`src/rtl/crypt_pkg.sv`:
```
// Shared types and helpers for the LFSR keystream cipher stage.
// Latency: n/a (declarations only).
// Backpressure: n/a.
// Contents: session state enum, default Galois tap mask and zero-key seed,
//           and the single-step Galois update used by RTL and reference models.
package crypt_pkg;

   typedef enum logic [1:0] {
      IDLE   = 2'd0,
      WARMUP = 2'd1,
      RUN    = 2'd2
   } state_t;

   // x^32 + x^22 + x^2 + x + 1
   localparam logic [31:0] TAP_MASK_DEF  = 32'h80200003;
   // An all-zero seed would lock the LFSR at zero forever.
   localparam logic [31:0] ZERO_SEED_DEF = 32'h00000001;

   // One right-shifting Galois step: feedback applied when the bit shifted out is 1.
   function automatic logic [31:0] lfsr_step(input logic [31:0] s, input logic [31:0] mask);
      return s[0] ? ((s >> 1) ^ mask) : (s >> 1);
   endfunction

endpackage

```
`src/rtl/galois_lfsr32.sv`:
```
// 32-bit Galois LFSR register with synchronous load and step.
// Latency: state updates on the rising edge after load/step.
// Backpressure: none; holds its value when neither load nor step is set.
// Ports: CLK, RST (async active-high) | load, seed[31:0] (load wins over step),
//        step | state[31:0] current register contents.
module galois_lfsr32
   import crypt_pkg::*;
#(
   parameter logic [31:0] TAP_MASK = TAP_MASK_DEF
) (
   input  logic        CLK,
   input  logic        RST,
   input  logic        load,
   input  logic [31:0] seed,
   input  logic        step,
   output logic [31:0] state
);

   always_ff @(posedge CLK or posedge RST) begin
      if (RST) begin
         state <= '0;
      end else if (load) begin
         state <= seed;
      end else if (step) begin
         state <= lfsr_step(state, TAP_MASK);
      end
   end

endmodule

```
`src/rtl/lfsr_keystream_xor.sv`:
```
// Keystream XOR stage: seeds an LFSR from key, discards WARMUP_STEPS ticks, then XORs one byte per en tick.
// Latency: 1 cycle from accept edge to dout_valid; dout holds between pulses.
// Backpressure: din_ready = en while in RUN; bytes only move on an en tick, no output stall.
// Ports: CLK, RST (async active-high) | en advance tick | start, key[31:0] session open (IDLE only)
//        | din[7:0], din_valid, din_ready | dout[7:0], dout_valid | busy (WARMUP/RUN) | stop (RUN only).
module lfsr_keystream_xor
   import crypt_pkg::*;
#(
   parameter int          WARMUP_STEPS = 16,
   parameter logic [31:0] TAP_MASK     = TAP_MASK_DEF,
   parameter logic [31:0] ZERO_SEED    = ZERO_SEED_DEF
) (
   input  logic        CLK,
   input  logic        RST,
   input  logic        en,
   input  logic        start,
   input  logic [31:0] key,
   input  logic [7:0]  din,
   input  logic        din_valid,
   output logic        din_ready,
   output logic [7:0]  dout,
   output logic        dout_valid,
   output logic        busy,
   input  logic        stop
);

   // warm_cnt is 8 bits, so the warm-up length must fit in 1..255.
   generate
      if (WARMUP_STEPS < 1 || WARMUP_STEPS > 255) begin : g_bad_warmup
         $error("lfsr_keystream_xor: WARMUP_STEPS must be in 1..255");
      end
   endgenerate

   localparam logic [7:0] WARM_LAST = 8'(WARMUP_STEPS);

   state_t      st;
   logic [7:0]  warm_cnt;
   logic [31:0] lfsr_q;
   logic        lfsr_load;
   logic [31:0] lfsr_seed;
   logic        lfsr_step_en;
   logic        accept;
   logic        lfsr_dead;

   assign accept    = (st == RUN) && din_valid && en;
   assign din_ready = (st == RUN) && en;
   assign busy      = (st != IDLE);

   // Lock-up guard: a zero register can only come from an upset while busy;
   // reload the fallback seed rather than emit a constant keystream.
   assign lfsr_dead = busy && (lfsr_q == '0);

   always_comb begin
      lfsr_load    = 1'b0;
      lfsr_seed    = '0;
      lfsr_step_en = 1'b0;
      case (st)
         IDLE: begin
            lfsr_load = start;
            lfsr_seed = (key == '0) ? ZERO_SEED : key;
         end
         WARMUP: begin
            lfsr_load    = lfsr_dead;
            lfsr_seed    = ZERO_SEED;
            lfsr_step_en = en;
         end
         RUN: begin
            // stop clears the register; it also overrides a same-cycle step
            // because the session is ending anyway.
            lfsr_load    = stop || lfsr_dead;
            lfsr_seed    = stop ? '0 : ZERO_SEED;
            lfsr_step_en = accept;
         end
         default: begin
            lfsr_load = 1'b0;
         end
      endcase
   end

   galois_lfsr32 #(
      .TAP_MASK (TAP_MASK)
   ) u_lfsr (
      .CLK   (CLK),
      .RST   (RST),
      .load  (lfsr_load),
      .seed  (lfsr_seed),
      .step  (lfsr_step_en),
      .state (lfsr_q)
   );

   always_ff @(posedge CLK or posedge RST) begin
      if (RST) begin
         st         <= IDLE;
         warm_cnt   <= '0;
         dout       <= '0;
         dout_valid <= 1'b0;
      end else begin
         dout_valid <= 1'b0;
         case (st)
            IDLE: begin
               if (start) begin
                  warm_cnt <= '0;
                  st       <= WARMUP;
               end
            end
            WARMUP: begin
               if (en) begin
                  warm_cnt <= warm_cnt + 8'd1;
                  if (warm_cnt + 8'd1 == WARM_LAST) begin
                     st <= RUN;
                  end
               end
            end
            RUN: begin
               // Uses the pre-step keystream byte; the LFSR advances on this same edge.
               if (accept) begin
                  dout       <= din ^ lfsr_q[7:0];
                  dout_valid <= 1'b1;
               end
               if (stop) begin
                  st <= IDLE;
               end
            end
            default: begin
               st <= IDLE;
            end
         endcase
      end
   end

endmodule

```
`config.mk`:
```
export PLATFORM = sky130hd
export DESIGN_NAME = lfsr_keystream_xor
export DESIGN_NICKNAME = d
export VERILOG_FILES = /design/src/rtl/crypt_pkg.sv /design/src/rtl/galois_lfsr32.sv /design/src/rtl/lfsr_keystream_xor.sv
export SDC_FILE = /design/constraint.sdc
export NUM_CORES = 1
export LEC_CHECK = 0
export ABC_AREA = 1
export CAP_MARGIN = 30
export CORE_UTILIZATION = 48
export DETAILED_ROUTE_END_ITERATION = 10
export GPL_ROUTABILITY_DRIVEN = 0
export PLACE_DENSITY_LB_ADDON = 0.25
export REMOVE_ABC_BUFFERS = 1
export SETUP_SLACK_MARGIN = 0.4
export SLEW_MARGIN = 40
export SYNTH_ARGS = -nofsm -noshare
export SYNTH_HDL_FRONTEND = slang
export SYNTH_SLANG_ARGS = --single-unit
```
`constraint.sdc`:
```
create_clock -name CLK -period 2.1 [get_ports CLK]
set_clock_uncertainty 0.2 [all_clocks]
set_input_delay 0.315 -clock CLK [delete_from_list [all_inputs] [get_ports CLK]]
set_output_delay 0.315 -clock CLK [all_outputs]
set_load 0.05 [all_outputs]
```
==> results_dict.tcl, run 1 <==
set metrics [dict create \
    power_density_nw_per_um2 1730 \
    setup-violations-final 0 \
    nets 611 \
    cts_tree "built" \
    drc 3 \
    fp.coreArea_sq_um 6460 \
    hold_violations 0 \
    start_util 0.504 \
    grt_pass1_vias 3232 \
    reg2reg_slack_ps 100 \
    multi_input_comb_area_sq_um 2030 \
    htreeDepth 2 \
    holdCritPathClass "primary input to asynchronous set/reset pin" \
    die_area_sq_um 7120 \
    final_util 0.701 \
    vias 3404 \
    fmax_mhz 501 \
    end_kind "flop" \
    cp_top_family "simple AND/OR/NAND/NOR gates" \
    maxCapViolCount 0 \
    intPower_mw 3.93 \
    cp_cell_sequence "nor2_1 > nand2_1 > nor2_2 > nand2_1 > o21ai_2 > nand2_4 > nand2_8 > buf_12 > nand2_8 > nand3_2 > nand2_1" \
    area_growth_pct 39.0 \
    gr-usage-all-layers 0.266 \
    num_rows 29 \
    yosys_warnings 0 \
    p_sw_frac 0.499 \
    cp_max_fo 8 \
    seqPwrFrac 0.232 \
    slew_viol_final 0 \
    antenna_left 0 \
    p_leak_nw 2.20 \
    grt_max_degree 33 \
    viasPerCell 5.35 \
    slew_headroom 0.680 \
    drtIter0Drc 185 \
    cpMaxStageDelayCell "dfrtp_1" \
    cp.buffers_inverters 1 \
    diodes 0 \
    syn_avg_cell_area_sq_um 6.78 \
    fillers 498 \
    drive_gt1_frac 0.200 \
    antenna_found_initial 0 \
    power_switching_mw 3.92 \
    clock_path_buffers 2 \
    path_common_cell "nand2_1" \
    synthesis.area_sq_um 3260 \
    synth_compound_area_frac 0.0480 \
    cts_inserted_buffers 5 \
    synth.ff_latch_count 51 \
    clock_sinks 51 \
    clockPowerShare 0.092 \
    fin_crit_ps 2000 \
    die_h_microns 84.4 \
    synth_cell_types 29 \
    combPwrFrac 0.676 \
    drt_pre_antenna_iters 7 \
    clkSlewWorstSetupHoldPaths_ps 100 \
    max_stage_delay_ps 430 \
    holdBufCountCts 0 \
    tightestPinTransition_ps 482 \
    synth_top_family_by_area "simple AND/OR/NAND/NOR gates" \
    wire_per_inst_microns 14.4 \
    rsz0062_at_grt "true" \
    design_power_total_mw 7.84 \
    dpl.hpwl_microns 5260 \
    status "finished, violations left" \
    arrival_ps 2000 \
    register_area_sq_um 1280 \
    yosysSeqAreaShare 0.392 \
    synth-simple-area-share 0.427 \
    worstSkewPairLatency_ps 320 \
    crit_type "flop to flop" \
    worstPathRequired_ps 2110 \
    synthMuxAreaShare 0 \
    io_pins 57 \
    synthXorXnorAreaFrac 0.0323 \
    violations "DRC" \
    fp.dieW_microns 84.4 \
    fin_crit_sh 0.950 \
    ctsRootBufferMaster "clkbuf_8" \
    wirelength_microns 9180 \
    grt_overflow 0 \
    ir_drop_v 0.000754 \
    startpoint_type "flop" \
    port_buffers 56 \
    whs_ps 79.5 \
    grt_pass1_wl_microns 15000 \
    syn_inst 480 \
    synth_fa_ha_area_frac 0.0269 \
]
## cells in the mapped netlist
cell type,n,share of area
nand3_1,76,0.12
a31oi_1,1,0.0019
xnor2_1,8,0.022
nand2_1,208,0.24
ha_1,7,0.027
buf_1,1,0.0012
o21ai_1,3,0.0046
dfrtp_1,51,0.39
xor2_1,4,0.011
inv_2,1,0.0012
or2_1,1,0.0019
a21oi_1,2,0.0031
buf_6,3,0.010
and2_1,1,0.0019
buf_4,7,0.016
o21ai_0,15,0.023
nor3_1,1,0.0015
inv_1,22,0.025
nor2_1,43,0.050
nand2_4,1,0.0035
nand2_2,1,0.0019
buf_2,6,0.0092
nand2_8,1,0.0061
nand4_1,2,0.0038
a31oi_4,1,0.0065
o22ai_1,2,0.0038
clkbuf_1,9,0.010
a21oi_2,1,0.0027
o21a_1,1,0.0023
## cells in the final DEF (no fill, tap or decap), types with 3 or more instances in the layout
cell type	Yosys	routed
dfrtp_1	51	50
buf_4	7	23
clkdlybuf4s50_1	0	45
nand3_1	76	60
nor2_1	43	40
nand2_2	1	9
buf_6	3	7
nand2_1	208	199
nor2_2	0	3
ha_2	0	3
xnor2_1	8	8
xor2_1	4	4
buf_12	0	5
clkbuf_2	0	7
clkbuf_8	0	6
nand3_2	0	16
inv_1	22	15
inv_2	1	7
nand2_8	1	6
o21ai_0	15	14
## power groups by stage
stage,Clock (mW),Combinational [mW],Sequential [mW]
2_1_floorplan,0,2.44,2.07
3_3_place_gp,0,3.80,1.80
3_5_place_dp,0,3.93,1.83
4_1_cts,0.727,4.97,1.80
5_1_grt,0.772,5.79,1.88
6_report,0.725,5.30,1.82
## what timing repair did
item,CTS,global route
endpoints found under the setup margin,53,51
buffers inserted,13,2
gates cloned,6,1
pin swaps,15,13
resized for setup,67,31
## flip-flops by register name, indices dropped and copies added (netlist names)
name / flops
warm_cnt: 8
dout_valid: 1
u_lfsr.state: 32
dout: 8
st: 2
## cells by family after synthesis
| family | after synthesis |
|---|---|
| adder cells (fa/ha/maj) | 7 |
| flip-flops | 51 |
| XOR/XNOR | 12 |
| AND/OR/NAND/NOR | 335 |
| buffers and inverters | 49 |
| AO/OA/AOI/OAI | 26 |
## per-layer routing
| metal | up-vias | wire [microns] | global-route usage |
|---|---|---|---|
| li1 | 1693 | - | - |
| met1 | 1580 | 3780 | 0.340 |
| met2 | 116 | 4670 | 0.465 |
| met3 | 15 | 572 | 0.0383 |
| met4 | 0 | 153 | 0.0909 |
| met5 | - | 0 | 0 |
## cell type report
type,count,share of cell area
sequential,51,0.282
timing repair buffer,92,0.202
clock inverter,2,0.00774
tap,77,0.0213
clock buffer,6,0.0182
multi-input combinational,385,0.448
inverter,23,0.0207
## path summary, 6_finish.rpt
kind,start,endpoint,cells past startpoint
max,u_lfsr.state[8]$_DFFE_PP0P_,u_lfsr.state[8]$_DFFE_PP0P_,11
min,RST,dout[5]$_DFFE_PP0P_,2
max reg2reg,u_lfsr.state[8]$_DFFE_PP0P_,u_lfsr.state[8]$_DFFE_PP0P_,11
min reg2reg,dout[5]$_DFFE_PP0P_,dout[5]$_DFFE_PP0P_,2
max in group asynchronous,RST,warm_cnt[3]$_DFFE_PP0P_,3
min in group CLK,dout[5]$_DFFE_PP0P_,dout[5]$_DFFE_PP0P_,2
## through the flow
stage	worst slack, ps	setup TNS (ps)	cell area, sq um	instances
6_report	104	0	4530	636
5_1_grt	38.7	0	4530	636
4_1_cts	159	0	4450	633
3_5_place_dp	28.6	0	3950	606
3_3_place_gp	80.9	0	3950	606
2_1_floorplan	-922	-33430	3100	454
Note: power is estimated with default switching activity, not from simulation.
==> inputs of run 2 (changes only) <==
--- a/config.mk
+++ b/config.mk
@@ -13,5 +13,6 @@
 export PLACE_DENSITY_LB_ADDON = 0.25
 export REMOVE_ABC_BUFFERS = 1
-export SETUP_SLACK_MARGIN = 0.4
+export SETUP_SLACK_MARGIN = 0.02
+export SKIP_LAST_GASP = 1
 export SLEW_MARGIN = 40
 export SYNTH_ARGS = -nofsm -noshare
==> constraint.sdc (replaced) <==
create_clock -name CLK -period 2.1 [get_ports CLK]
set_clock_uncertainty 0.2 [all_clocks]
set_input_delay 0.42 -clock CLK [delete_from_list [all_inputs] [get_ports CLK]]
set_output_delay 0.42 -clock CLK [all_outputs]
set_load 0.05 [all_outputs]
==> results_dict.tcl, run 2 (synthesized netlist as in run 1, its figures left out) <==
set metrics [dict create \
    io_pins 57 \
    power_density_nw_per_um2 1620 \
    largest_register "u_lfsr.state" \
    clkSlewWorstSetupHoldPaths_ps 100 \
    worstSkewPairLatency_ps 310 \
    die_area_sq_um 7120 \
    maxCapViolCount 0 \
    antenna_found_initial 0 \
    slew_headroom 0.667 \
    cp_cell_sequence "inv_2 > ha_2 > nand2_1 > inv_1 > buf_4 > buf_12" \
    ctsRootBufferMaster "clkbuf_8" \
    status "finished, violations left" \
    place_area_sq_um 4050 \
    fillers 582 \
    diodes 0 \
    violations "DRC" \
    nets 602 \
    cp_max_fo 3 \
    slew_viol_final 0 \
    fp.coreArea_sq_um 6460 \
    arrival_ps 1380 \
    drtIter0Drc 185 \
    area_growth_pct 29.5 \
    die_h_microns 84.4 \
    setup-violations-final 0 \
    design_power_total_mw 6.82 \
    htreeDepth 2 \
    drt_pre_antenna_iters 7 \
    grt_pass1_vias 2982 \
    cpMaxStageDelayCell "dfrtp_1" \
    fmax_mhz 501 \
    wire_per_inst_microns 12.2 \
    tightestPinTransition_ps 499 \
    antenna_left 0 \
    port_buffers 56 \
    ir_drop_v 0.000601 \
    gr-usage-all-layers 0.228 \
    mostFrequentLayoutCell "nand2_1" \
    dpl.hpwl_microns 5610 \
    vias 3206 \
    holdCritPathClass "primary input to asynchronous set/reset pin" \
    cts_inserted_buffers 5 \
    grt_pass1_wl_microns 13100 \
    register_area_sq_um 1280 \
    multi_input_comb_area_sq_um 1750 \
    cts_tree "built" \
    p_leak_nw 2.13 \
    drc 6 \
    fin_crit_sh 0.951 \
    viasPerCell 5.12 \
    start_util 0.504 \
    grt_overflow 0 \
    top_regs "u_lfsr.state x32, dout x8, warm_cnt x8" \
    end_kind "output pin" \
    worstPathRequired_ps 1480 \
    final_area_sq_um 4220 \
    final_cell_mix "208 x nand2_1, 76 x nand3_1, 51 x dfrtp_1, 45 x clkdlybuf4s50_1, 42 x nor2_1" \
    num_rows 29 \
    rsz0062_at_grt "false" \
    crit_type "flop to output pin" \
    cp_top_family "flip-flops" \
    startpoint_type "flop" \
    grt_max_degree 33 \
    largest_reg_flops 32 \
    drive_gt1_frac 0.104 \
    fin_crit_ps 2000 \
    fp.dieW_microns 84.4 \
    max_stage_delay_ps 420 \
    clock_sinks 51 \
    cp.buffers_inverters 4 \
    hold_violations 0 \
    holdBufCountCts 0 \
    wirelength_microns 7630 \
    clock_path_buffers 2 \
]
[run 2: changes by cell type in the layout (fill, tap and decap cells not counted), moves of 3 or more]
cell / change
buf_12: +4
buf_4: +4
buf_6: -6
clkbuf_2: -7
dlygate4sd2_1: +4
ha_1: +3
inv_1: +4
inv_2: -3
nand2_1: +9
nand2_2: -8
nand2_8: -5
nand3_1: +16
nand3_2: -16
[run 2: report_power, final]
group	total, mW	internal [mW]	switching (mW)	leakage [nW]
Combinational	4.36	1.77	2.59	1.46
Sequential	1.79	1.48	0.316	0.623
Clock	0.672	0.349	0.323	0.0502
Total	6.82	3.59	3.23	2.13
[run 2: final timing paths]
path	endpoint	slack (ps)	cells after the start	startpoint
max	din_ready	100	6	st[0]$_DFFE_PP0P_
max reg2reg	u_lfsr.state[17]$_DFFE_PP0P_	140	11	st[1]$_DFFE_PP0P_
min	dout[6]$_DFFE_PP0P_	230	2	RST
min reg2reg	dout[1]$_DFFE_PP0P_	290	2	dout[1]$_DFFE_PP0P_
min in group CLK	dout[1]$_DFFE_PP0P_	290	2	dout[1]$_DFFE_PP0P_
max in group asynchronous	warm_cnt[6]$_DFFE_PP0P_	1000	3	RST
[run 2: layout make-up]
cell class	instances	share of cell area
flip-flops and latches	51	0.303
inverters	23	0.0205
clock inverters	2	0.00890
multi-input cells	380	0.415
well taps	77	0.0228
clock buffers	5	0.0163
repair buffers	88	0.214
[run 2: layer usage]
layer	up-vias	track usage	routed length [microns]
met1	1447	0.283	3410
met4	0	0.0755	136
met2	90	0.405	3710
li1	1656	-	-
met5	-	0	0
met3	13	0.0383	382
[run 2: through the flow]
| step | utilization | cells | hold slack (ps) | worst slack, ps | setup TNS (ps) |
|---|---|---|---|---|---|
| 5_1_grt | 0.653 | 626 | 276 | 15.4 | 0 |
| 2_1_floorplan | - | 454 | 272 | -922 | -33430 |
| 3_5_place_dp | 0.627 | 614 | 272 | 41.7 | 0 |
| 6_report | 0.653 | 626 | 233 | 103 | 0 |
| 3_3_place_gp | 0.627 | 614 | 265 | 56.7 | 0 |
| 4_1_cts | 0.642 | 621 | 250 | 30.4 | 0 |
[run 2: what timing repair did]
action / in CTS / in global routing
buffers inserted: 0 / 5
gates cloned: 0 / 0
endpoints found under the setup margin: 5 / 41
resized for setup: 5 / 11
